<file path="src/rtl/aes_pkg.sv">
// aes_pkg: shared types and constant tables for the byte-substitution engine.
//   state_t  - engine control state (IDLE / BUSY / DONE)
//   SBOX_FWD - FIPS-197 forward S-box, indexed by input byte
//   SBOX_INV - FIPS-197 inverse S-box, indexed by input byte
package aes_pkg;

  typedef enum logic [1:0] {
    ST_IDLE = 2'd0,
    ST_BUSY = 2'd1,
    ST_DONE = 2'd2
  } state_t;

  localparam logic [7:0] SBOX_FWD [256] = '{
    8'h63, 8'h7c, 8'h77, 8'h7b, 8'hf2, 8'h6b, 8'h6f, 8'hc5, 8'h30, 8'h01, 8'h67, 8'h2b, 8'hfe, 8'hd7, 8'hab, 8'h76,
    8'hca, 8'h82, 8'hc9, 8'h7d, 8'hfa, 8'h59, 8'h47, 8'hf0, 8'had, 8'hd4, 8'ha2, 8'haf, 8'h9c, 8'ha4, 8'h72, 8'hc0,
    8'hb7, 8'hfd, 8'h93, 8'h26, 8'h36, 8'h3f, 8'hf7, 8'hcc, 8'h34, 8'ha5, 8'he5, 8'hf1, 8'h71, 8'hd8, 8'h31, 8'h15,
    8'h04, 8'hc7, 8'h23, 8'hc3, 8'h18, 8'h96, 8'h05, 8'h9a, 8'h07, 8'h12, 8'h80, 8'he2, 8'heb, 8'h27, 8'hb2, 8'h75,
    8'h09, 8'h83, 8'h2c, 8'h1a, 8'h1b, 8'h6e, 8'h5a, 8'ha0, 8'h52, 8'h3b, 8'hd6, 8'hb3, 8'h29, 8'he3, 8'h2f, 8'h84,
    8'h53, 8'hd1, 8'h00, 8'hed, 8'h20, 8'hfc, 8'hb1, 8'h5b, 8'h6a, 8'hcb, 8'hbe, 8'h39, 8'h4a, 8'h4c, 8'h58, 8'hcf,
    8'hd0, 8'hef, 8'haa, 8'hfb, 8'h43, 8'h4d, 8'h33, 8'h85, 8'h45, 8'hf9, 8'h02, 8'h7f, 8'h50, 8'h3c, 8'h9f, 8'ha8,
    8'h51, 8'ha3, 8'h40, 8'h8f, 8'h92, 8'h9d, 8'h38, 8'hf5, 8'hbc, 8'hb6, 8'hda, 8'h21, 8'h10, 8'hff, 8'hf3, 8'hd2,
    8'hcd, 8'h0c, 8'h13, 8'hec, 8'h5f, 8'h97, 8'h44, 8'h17, 8'hc4, 8'ha7, 8'h7e, 8'h3d, 8'h64, 8'h5d, 8'h19, 8'h73,
    8'h60, 8'h81, 8'h4f, 8'hdc, 8'h22, 8'h2a, 8'h90, 8'h88, 8'h46, 8'hee, 8'hb8, 8'h14, 8'hde, 8'h5e, 8'h0b, 8'hdb,
    8'he0, 8'h32, 8'h3a, 8'h0a, 8'h49, 8'h06, 8'h24, 8'h5c, 8'hc2, 8'hd3, 8'hac, 8'h62, 8'h91, 8'h95, 8'he4, 8'h79,
    8'he7, 8'hc8, 8'h37, 8'h6d, 8'h8d, 8'hd5, 8'h4e, 8'ha9, 8'h6c, 8'h56, 8'hf4, 8'hea, 8'h65, 8'h7a, 8'hae, 8'h08,
    8'hba, 8'h78, 8'h25, 8'h2e, 8'h1c, 8'ha6, 8'hb4, 8'hc6, 8'he8, 8'hdd, 8'h74, 8'h1f, 8'h4b, 8'hbd, 8'h8b, 8'h8a,
    8'h70, 8'h3e, 8'hb5, 8'h66, 8'h48, 8'h03, 8'hf6, 8'h0e, 8'h61, 8'h35, 8'h57, 8'hb9, 8'h86, 8'hc1, 8'h1d, 8'h9e,
    8'he1, 8'hf8, 8'h98, 8'h11, 8'h69, 8'hd9, 8'h8e, 8'h94, 8'h9b, 8'h1e, 8'h87, 8'he9, 8'hce, 8'h55, 8'h28, 8'hdf,
    8'h8c, 8'ha1, 8'h89, 8'h0d, 8'hbf, 8'he6, 8'h42, 8'h68, 8'h41, 8'h99, 8'h2d, 8'h0f, 8'hb0, 8'h54, 8'hbb, 8'h16
  };

  localparam logic [7:0] SBOX_INV [256] = '{
    8'h52, 8'h09, 8'h6a, 8'hd5, 8'h30, 8'h36, 8'ha5, 8'h38, 8'hbf, 8'h40, 8'ha3, 8'h9e, 8'h81, 8'hf3, 8'hd7, 8'hfb,
    8'h7c, 8'he3, 8'h39, 8'h82, 8'h9b, 8'h2f, 8'hff, 8'h87, 8'h34, 8'h8e, 8'h43, 8'h44, 8'hc4, 8'hde, 8'he9, 8'hcb,
    8'h54, 8'h7b, 8'h94, 8'h32, 8'ha6, 8'hc2, 8'h23, 8'h3d, 8'hee, 8'h4c, 8'h95, 8'h0b, 8'h42, 8'hfa, 8'hc3, 8'h4e,
    8'h08, 8'h2e, 8'ha1, 8'h66, 8'h28, 8'hd9, 8'h24, 8'hb2, 8'h76, 8'h5b, 8'ha2, 8'h49, 8'h6d, 8'h8b, 8'hd1, 8'h25,
    8'h72, 8'hf8, 8'hf6, 8'h64, 8'h86, 8'h68, 8'h98, 8'h16, 8'hd4, 8'ha4, 8'h5c, 8'hcc, 8'h5d, 8'h65, 8'hb6, 8'h92,
    8'h6c, 8'h70, 8'h48, 8'h50, 8'hfd, 8'hed, 8'hb9, 8'hda, 8'h5e, 8'h15, 8'h46, 8'h57, 8'ha7, 8'h8d, 8'h9d, 8'h84,
    8'h90, 8'hd8, 8'hab, 8'h00, 8'h8c, 8'hbc, 8'hd3, 8'h0a, 8'hf7, 8'he4, 8'h58, 8'h05, 8'hb8, 8'hb3, 8'h45, 8'h06,
    8'hd0, 8'h2c, 8'h1e, 8'h8f, 8'hca, 8'h3f, 8'h0f, 8'h02, 8'hc1, 8'haf, 8'hbd, 8'h03, 8'h01, 8'h13, 8'h8a, 8'h6b,
    8'h3a, 8'h91, 8'h11, 8'h41, 8'h4f, 8'h67, 8'hdc, 8'hea, 8'h97, 8'hf2, 8'hcf, 8'hce, 8'hf0, 8'hb4, 8'he6, 8'h73,
    8'h96, 8'hac, 8'h74, 8'h22, 8'he7, 8'had, 8'h35, 8'h85, 8'he2, 8'hf9, 8'h37, 8'he8, 8'h1c, 8'h75, 8'hdf, 8'h6e,
    8'h47, 8'hf1, 8'h1a, 8'h71, 8'h1d, 8'h29, 8'hc5, 8'h89, 8'h6f, 8'hb7, 8'h62, 8'h0e, 8'haa, 8'h18, 8'hbe, 8'h1b,
    8'hfc, 8'h56, 8'h3e, 8'h4b, 8'hc6, 8'hd2, 8'h79, 8'h20, 8'h9a, 8'hdb, 8'hc0, 8'hfe, 8'h78, 8'hcd, 8'h5a, 8'hf4,
    8'h1f, 8'hdd, 8'ha8, 8'h33, 8'h88, 8'h07, 8'hc7, 8'h31, 8'hb1, 8'h12, 8'h10, 8'h59, 8'h27, 8'h80, 8'hec, 8'h5f,
    8'h60, 8'h51, 8'h7f, 8'ha9, 8'h19, 8'hb5, 8'h4a, 8'h0d, 8'h2d, 8'he5, 8'h7a, 8'h9f, 8'h93, 8'hc9, 8'h9c, 8'hef,
    8'ha0, 8'he0, 8'h3b, 8'h4d, 8'hae, 8'h2a, 8'hf5, 8'hb0, 8'hc8, 8'heb, 8'hbb, 8'h3c, 8'h83, 8'h53, 8'h99, 8'h61,
    8'h17, 8'h2b, 8'h04, 8'h7e, 8'hba, 8'h77, 8'hd6, 8'h26, 8'he1, 8'h69, 8'h14, 8'h63, 8'h55, 8'h21, 8'h0c, 8'h7d
  };

endpackage

</file>
<file path="src/rtl/sbox_dual.sv">
// sbox_dual: combinational single-byte S-box lookup, forward or inverse.
//   i_byte - byte to substitute
//   i_inv  - 0 selects forward table, 1 selects inverse table
//   o_byte - substituted byte
module sbox_dual
  import aes_pkg::*;
(
  input  logic [7:0] i_byte,
  input  logic       i_inv,
  output logic [7:0] o_byte
);

  assign o_byte = i_inv ? SBOX_INV[i_byte] : SBOX_FWD[i_byte];

endmodule

</file>
<file path="src/rtl/sub_bytes_engine.sv">
// sub_bytes_engine: iterative AES SubBytes / InvSubBytes over an NBYTES word,
// NSBOX bytes per cycle, with valid/ready handshakes on both sides.
//   clk, rst            - clock, asynchronous active-high reset
//   in_valid/in_ready   - input handshake (ready only in IDLE)
//   in_data, in_inv     - word and direction, captured on accept
//   out_valid/out_ready - output handshake (valid only in DONE)
//   out_data            - work register (substituted word when out_valid)
//   busy                - engine not in IDLE
module sub_bytes_engine
  import aes_pkg::*;
#(
  parameter int unsigned NBYTES = 16,
  parameter int unsigned NSBOX  = 4
)(
  input  logic                  clk,
  input  logic                  rst,
  input  logic                  in_valid,
  output logic                  in_ready,
  input  logic [8*NBYTES-1:0]   in_data,
  input  logic                  in_inv,
  output logic                  out_valid,
  input  logic                  out_ready,
  output logic [8*NBYTES-1:0]   out_data,
  output logic                  busy
);

  localparam int unsigned DW     = 8 * NBYTES;
  localparam int unsigned NCHUNK = NBYTES / NSBOX;
  localparam int unsigned CW     = (NCHUNK > 1) ? $clog2(NCHUNK) : 1;
  localparam int unsigned BW     = (DW > 1) ? $clog2(DW) : 1;

  // Elaboration guard: the word must split into whole chunks.
  if ((NSBOX == 0) || ((NBYTES % NSBOX) != 0)) begin : g_bad_params
    $error("sub_bytes_engine: NBYTES must be a non-zero multiple of NSBOX");
  end

  state_t          r_state;
  state_t          w_state_nxt;
  logic [CW-1:0]   r_cnt;
  logic            r_mode;
  logic [DW-1:0]   r_work;
  logic            w_accept;
  logic            w_last;
  logic [31:0]     w_base;
  logic [BW-1:0]   w_off      [NSBOX];
  logic [7:0]      w_lane_in  [NSBOX];
  logic [7:0]      w_lane_out [NSBOX];

  assign w_accept = (r_state == ST_IDLE) && in_valid;
  assign w_last   = (r_cnt == CW'(NCHUNK - 1));
  assign w_base   = 32'(r_cnt) * NSBOX;

  // Bit offset and current value of each lane's byte within the work register.
  always_comb begin
    for (int unsigned k = 0; k < NSBOX; k++) begin
      w_off[k]     = BW'((w_base + 32'(k)) * 32'd8);
      w_lane_in[k] = r_work[w_off[k] +: 8];
    end
  end

  for (genvar k = 0; k < int'(NSBOX); k++) begin : g_lane
    sbox_dual u_sbox (
      .i_byte (w_lane_in[k]),
      .i_inv  (r_mode),
      .o_byte (w_lane_out[k])
    );
  end

  // State register.
  always_ff @(posedge clk or posedge rst) begin
    if (rst) r_state <= ST_IDLE;
    else     r_state <= w_state_nxt;
  end

  // Next-state logic.
  always_comb begin
    w_state_nxt = r_state;
    case (r_state)
      ST_IDLE: if (in_valid)  w_state_nxt = ST_BUSY;
      ST_BUSY: if (w_last)    w_state_nxt = ST_DONE;
      ST_DONE: if (out_ready) w_state_nxt = ST_IDLE;
      default:                w_state_nxt = ST_IDLE;
    endcase
  end

  // Handshake and status outputs, decoded from state only.
  always_comb begin
    in_ready  = 1'b0;
    out_valid = 1'b0;
    busy      = 1'b1;
    case (r_state)
      ST_IDLE: begin
        in_ready = 1'b1;
        busy     = 1'b0;
      end
      ST_DONE: out_valid = 1'b1;
      default: ;
    endcase
  end

  // Datapath: capture on accept, substitute one chunk per BUSY cycle.
  // The counter stops at the last chunk so it never wraps.
  always_ff @(posedge clk or posedge rst) begin
    if (rst) begin
      r_work <= '0;
      r_mode <= 1'b0;
      r_cnt  <= '0;
    end else if (w_accept) begin
      r_work <= in_data;
      r_mode <= in_inv;
      r_cnt  <= '0;
    end else if (r_state == ST_BUSY) begin
      for (int unsigned k = 0; k < NSBOX; k++) begin
        r_work[w_off[k] +: 8] <= w_lane_out[k];
      end
      if (!w_last) r_cnt <= r_cnt + CW'(1);
    end
  end

  assign out_data = r_work;

endmodule

</file>
<file path="config.mk">
export PLATFORM = sky130hd
export DESIGN_NAME = sub_bytes_engine
export DESIGN_NICKNAME = d
export VERILOG_FILES = /design/src/rtl/aes_pkg.sv /design/src/rtl/sbox_dual.sv /design/src/rtl/sub_bytes_engine.sv
export SDC_FILE = /design/constraint.sdc
export NUM_CORES = 2
export LEC_CHECK = 0
export CORE_ASPECT_RATIO = 1.5
export CORE_MARGIN = 10
export CORE_UTILIZATION = 25
export CTS_CLUSTER_DIAMETER = 150
export DETAILED_ROUTE_END_ITERATION = 6
export PLACE_DENSITY = 0.42
export SLEW_MARGIN = 25
export SYNTH_ARGS = -nofsm -noshare
export SYNTH_HDL_FRONTEND = slang
export SYNTH_HIERARCHICAL = 1
export SYNTH_SLANG_ARGS = --single-unit
</file>
<file path="constraint.sdc">
create_clock -name clk -period 7.1 [get_ports clk]
set_input_delay 1.775 -clock clk [delete_from_list [all_inputs] [get_ports clk]]
set_output_delay 1.775 -clock clk [all_outputs]
set_load 0.02 [all_outputs]
</file>
# == Word-level counts from Yosys, hierarchy flattened ==
# Memories as Yosys holds them, arrays and structs flattened.
# Index checks and enable logic that the tools add are counted.
# W data, S select, Z words.
# op_classes
add_sub_neg,8
order_cmp,4
n_eq_ne,7
shift,12
mux,36
n_bitwise,4
reduce_logical,5
# ops
cell,count
$bwmux W128,4
$shift A8 B9 Y128 const A,4
$shiftx A128 B8 Y8,4
$shiftx A8 B9 Y128,4
$mux W128,2
$mux W8,20
$ge A9 B9 Y1 const B,4
$neg A7 Y9,4
$not A8 Y9,4
$mux W2,6
$add A4 B2 Y4 const B,2
$ne A2 B2 Y1 const B,4
$pmux W2 S3,1
$add A4 B1 Y4 const B,1
$eq A2 B2 Y1 const B,2
$mux W1,3
$reduce_and A3 Y1,1
$add A2 B1 Y2 const B,1
$eq A2 B1 Y1 const B,1
$logic_not A2 Y1,1
$reduce_and A2 Y1,1
$reduce_bool A2 Y1,1
$logic_and A1 B1 Y1,1
# totals
register_bits,133
mem_bits_ro,16384
input_bits,133
wordCells,88
n_memories,8
# mem_list
memory,words,width,rd,rd_ports_with_merged_regs,write_ports,line,source
(name not given),256,8,1,0,0,sbox_dual.sv:13,assign o_byte = i_inv ? SBOX_INV[i_byte] : SBOX_FWD[i_byte];
(name not given),256,8,1,0,0,sbox_dual.sv:13,
(name not given),256,8,1,0,0,sbox_dual.sv:13,
(name not given),256,8,1,0,0,sbox_dual.sv:13,
(name not given),256,8,1,0,0,sbox_dual.sv:13,
(name not given),256,8,1,0,0,sbox_dual.sv:13,
2 more memories,-,-,-,-,-,-,

# == Longest topological paths before layout ==
# depth
ltp_word,13
depth_mapped,21
ltp_nobuf,13

# == Cells and area by module ==
# Netlist, hierarchy kept.
# by_module_without_submodules
mod,n_inst,cells_each,area_each_um2,seq_area_each_um2
sbox_dual (g_lane[0].u_sbox ...),2,936,6346.1,0.0
sub_bytes_engine,1,643,8144.1,3328.2
sbox_dual (g_lane[1].u_sbox),1,979,6184.7,0.0
sbox_dual (g_lane[3].u_sbox),1,975,6114.6,0.0

# == Worst setup path after synthesis ==
# OpenSTA, ideal clock, no wires.
# synth_timing
path_type,register -> register
start,register r_cnt[0]
end,register r_work[40] (netlist: out_data[40])
setup_ns,0.125
arrival_time_ns,4.982
slack_ns,1.993
stages_incl_launch_ff,20
path_buffers,8
synth_period_minus_slack_ns,5.107
cell_sequence,dfrtp_1 > buf_2 > buf_2 > buf_2 > mux4_2 > buf_2 > buf_2 > buf_2 > inv_1 > ha_1 > buf_4 > clkbuf_1 > inv_1 > mux4_2 > o221a_1 > nor4_2 > nand4_1 > and4b_1 > mux2_2 > mux2_2
# synth_lines
element,line,source
start: declaration,sub_bytes_engine.sv:39,logic [CW-1:0] r_cnt;
start signal: assignment,sub_bytes_engine.sv:116,if (!w_last) r_cnt <= r_cnt + CW'(1);
end signal: assignment,sub_bytes_engine.sv:109,r_work <= in_data;
end signal: indexed assignment,sub_bytes_engine.sv:114,r_work[w_off[k] +: 8] <= w_lane_out[k];
end: declaration,sub_bytes_engine.sv:41,logic [DW-1:0] r_work;

==> flow_metrics.env <==
export IMPL_tightest_slew_ps=1180
export IMPL_hold_viol=0
export IMPL_hold_path_class="flop to flop"
export IMPL_clock_latency_ps=530
export IMPL_post_route_period_util=0.937
export IMPL_cp_slowest_cell="dfrtp_4"
export IMPL_fp_row_count=163
export IMPL_ys_seq_elements=133
export IMPL_synth_edf_count=0
export IMPL_relSlewSlack=0.211
export IMPL_layout_drive_gt1_share=0.153
export IMPL_syn_avg_cell_area_um2=7.41
export IMPL_ant_nets=0
export IMPL_gp_congestion=1.08
export IMPL_drt_pass1_iterations=7
export IMPL_core_area_um2=132000
export IMPL_gr_total_overflow=0
export IMPL_synth_ff_type="dfrtp_1"
export IMPL_violations="design-rule violations"
export IMPL_clockBufferDepth=2
export IMPL_cp_arrival_ps=7120
export IMPL_crit_chain="buf_12 > mux4_2 > inv_1 > ha_1 > nor2_2 > o21ai_0 > a21oi_1 > o311ai_0 > o21ai_0 > nor4_1 > nor4bb_1 > mux2_2 > mux2_2"
export IMPL_grt_max_degree=117
export IMPL_cts_tree="yes"
export IMPL_wl_um=255000
export IMPL_end_kind="flop"
export IMPL_yosysWarnings=6
export IMPL_syn_instance_count=4469
export IMPL_antenna_found_initial=24
export IMPL_dr_total_vias=43998
export IMPL_wl_per_cell_um=41.5
export IMPL_report_final_slew_viol_count=0
export IMPL_startpoint_type="flop"
export IMPL_drc=14
export IMPL_status="finished with violations"
export IMPL_cts_resized=0
export IMPL_die_w_um=317
export IMPL_io_buffers=263
export IMPL_clock_fmax_mhz=150
export IMPL_start_util=0.252
export IMPL_cts_sinks=133
export IMPL_whs_ps=533
export IMPL_synthDistinctLibCells=100
export IMPL_grt_pass1_wl_um=353000
export IMPL_ioPinCount=264
export IMPL_place_hpwl_um=181000
export IMPL_cp_top_family="compound AO/OA/AOI/OAI gates"
export IMPL_path_buf_inv=2
export IMPL_setup_viol=0
export IMPL_first_global_vias=42148
export IMPL_fin_skew_ps=21.5
export IMPL_die_height_um=466
export IMPL_final_fill_count=14411
export IMPL_finalCriticalPeriod_ps=6650
export IMPL_drt_iter0_markers=8030
export IMPL_syn_num_nets=4703
export IMPL_cts_max_level=4
export IMPL_ys_seq_area_frac=0.100
export IMPL_crit_fanout=36
export IMPL_cts_root_buf="clkbuf_16"
export IMPL_die_area_um2=148000
export IMPL_via_per_inst=7.15
export IMPL_synthArstFlopShare=1.00
export IMPL_post_cts_buffers=0
export IMPL_rsz0062_at_grt="false"
export IMPL_worstPathRequired_ps=7570
export IMPL_regArea_um2=3340
export IMPL_cts_hold_buf=0
export IMPL_final_common_cell="a21oi_1"
export IMPL_layout_common_cells="a21oi_1 (347), nand2_1 (299), nor2_1 (273)"
export IMPL_cts_buffers_inserted=17
export IMPL_syn_to_final_growth_pct=14.8
export IMPL_max_stage_delay_ps=920
export IMPL_path_clk_slew_ps=80
export IMPL_crit_type="flop to flop"
export IMPL_grt_total_usage=0.330
export IMPL_layout_nets=4639
export IMPL_final_setup_tns_ps=0
export IMPL_multi_input_area_um2=26800
export IMPL_netlist_area_um2=33100
export IMPL_cap_violations=0
==> final cells by class <==
class | count | area share
Multi-Input combinational cell | 3661 | 0.704
Tap cell | 1732 | 0.0570
Antenna cell | 5 | 0.000329
Clock inverter | 14 | 0.00523
Clock buffer | 18 | 0.0113
Timing Repair Buffer | 527 | 0.128
Sequential cell | 133 | 0.0879
Inverter | 65 | 0.00668
==> through the flow <==
| stage | area (µm²) | setup WS, ps | util | instances |
|---|---|---|---|---|
| floorplan | 33100 | 1770 | - | 4469 |
| global placement | 37300 | 642 | 0.284 | 6117 |
| detailed placement | 37400 | 739 | 0.284 | 6118 |
| CTS | 38000 | 728 | 0.289 | 6150 |
| global route | 38000 | 406 | 0.289 | 6151 |
| finish | 38000 | 450 | 0.289 | 6155 |
==> cells in the mapped netlist (54+ instances only) <==
library cell	instances	area share
dfrtp_1	133	0.10
o311ai_0	97	0.026
a21oi_1	350	0.053
nor3_1	150	0.023
inv_1	54	0.0061
a311oi_1	121	0.032
nand2b_1	127	0.024
nand3_1	158	0.024
o21ai_0	262	0.040
buf_2	272	0.041
and2_1	66	0.012
nand2_1	299	0.034
mux4_2	115	0.078
a31oi_1	105	0.020
a211oi_1	128	0.029
ha_1	101	0.038
clkbuf_1	239	0.027
mux2_2	149	0.051
o211ai_1	90	0.020
nor2_1	275	0.031
nor2b_1	99	0.019
==> final timing paths <==
kind                         startpoint            end  slack [ps]  cells past startpoint
max in group asynchronous           rst  out_data[106]        4410                      3
hold reg to reg            out_data[17]   out_data[17]         530                      1
hold / removal             out_data[17]   out_data[17]         530                      1
setup / recovery               r_cnt[0]   out_data[14]         450                     13
setup reg to reg               r_cnt[0]   out_data[14]         450                     13
min in group asynchronous           rst   out_data[97]        1740                      2
==> routing by layer <==
layer / routed length, µm / vias up / track usage
met5: 156 / - / 0
met4: 24800 / 22 / 0.259
met3: 27500 / 1197 / 0.0839
met2: 114000 / 3787 / 0.520
met1: 89100 / 21499 / 0.376
li1: - / 17493 / -
==> cells by family after synthesis <==
family | synth area share
buf+inv | 0.0958
flops | 0.100
compound gates | 0.381
mux | 0.145
simple gates | 0.237
xor+xnor | 0.00291
fa+ha+maj | 0.0381
==> state kept, by name, summed over array words and instances, names as in the netlist <==
| register | flops |
|---|---|
| r_state | 2 |
| r_mode | 1 |
| out_data | 128 |
| r_cnt | 2 |
Power is left out: the tool's default activity adds up to more than one toggle a clock period on the data nets, which glitch-free logic cannot reach.
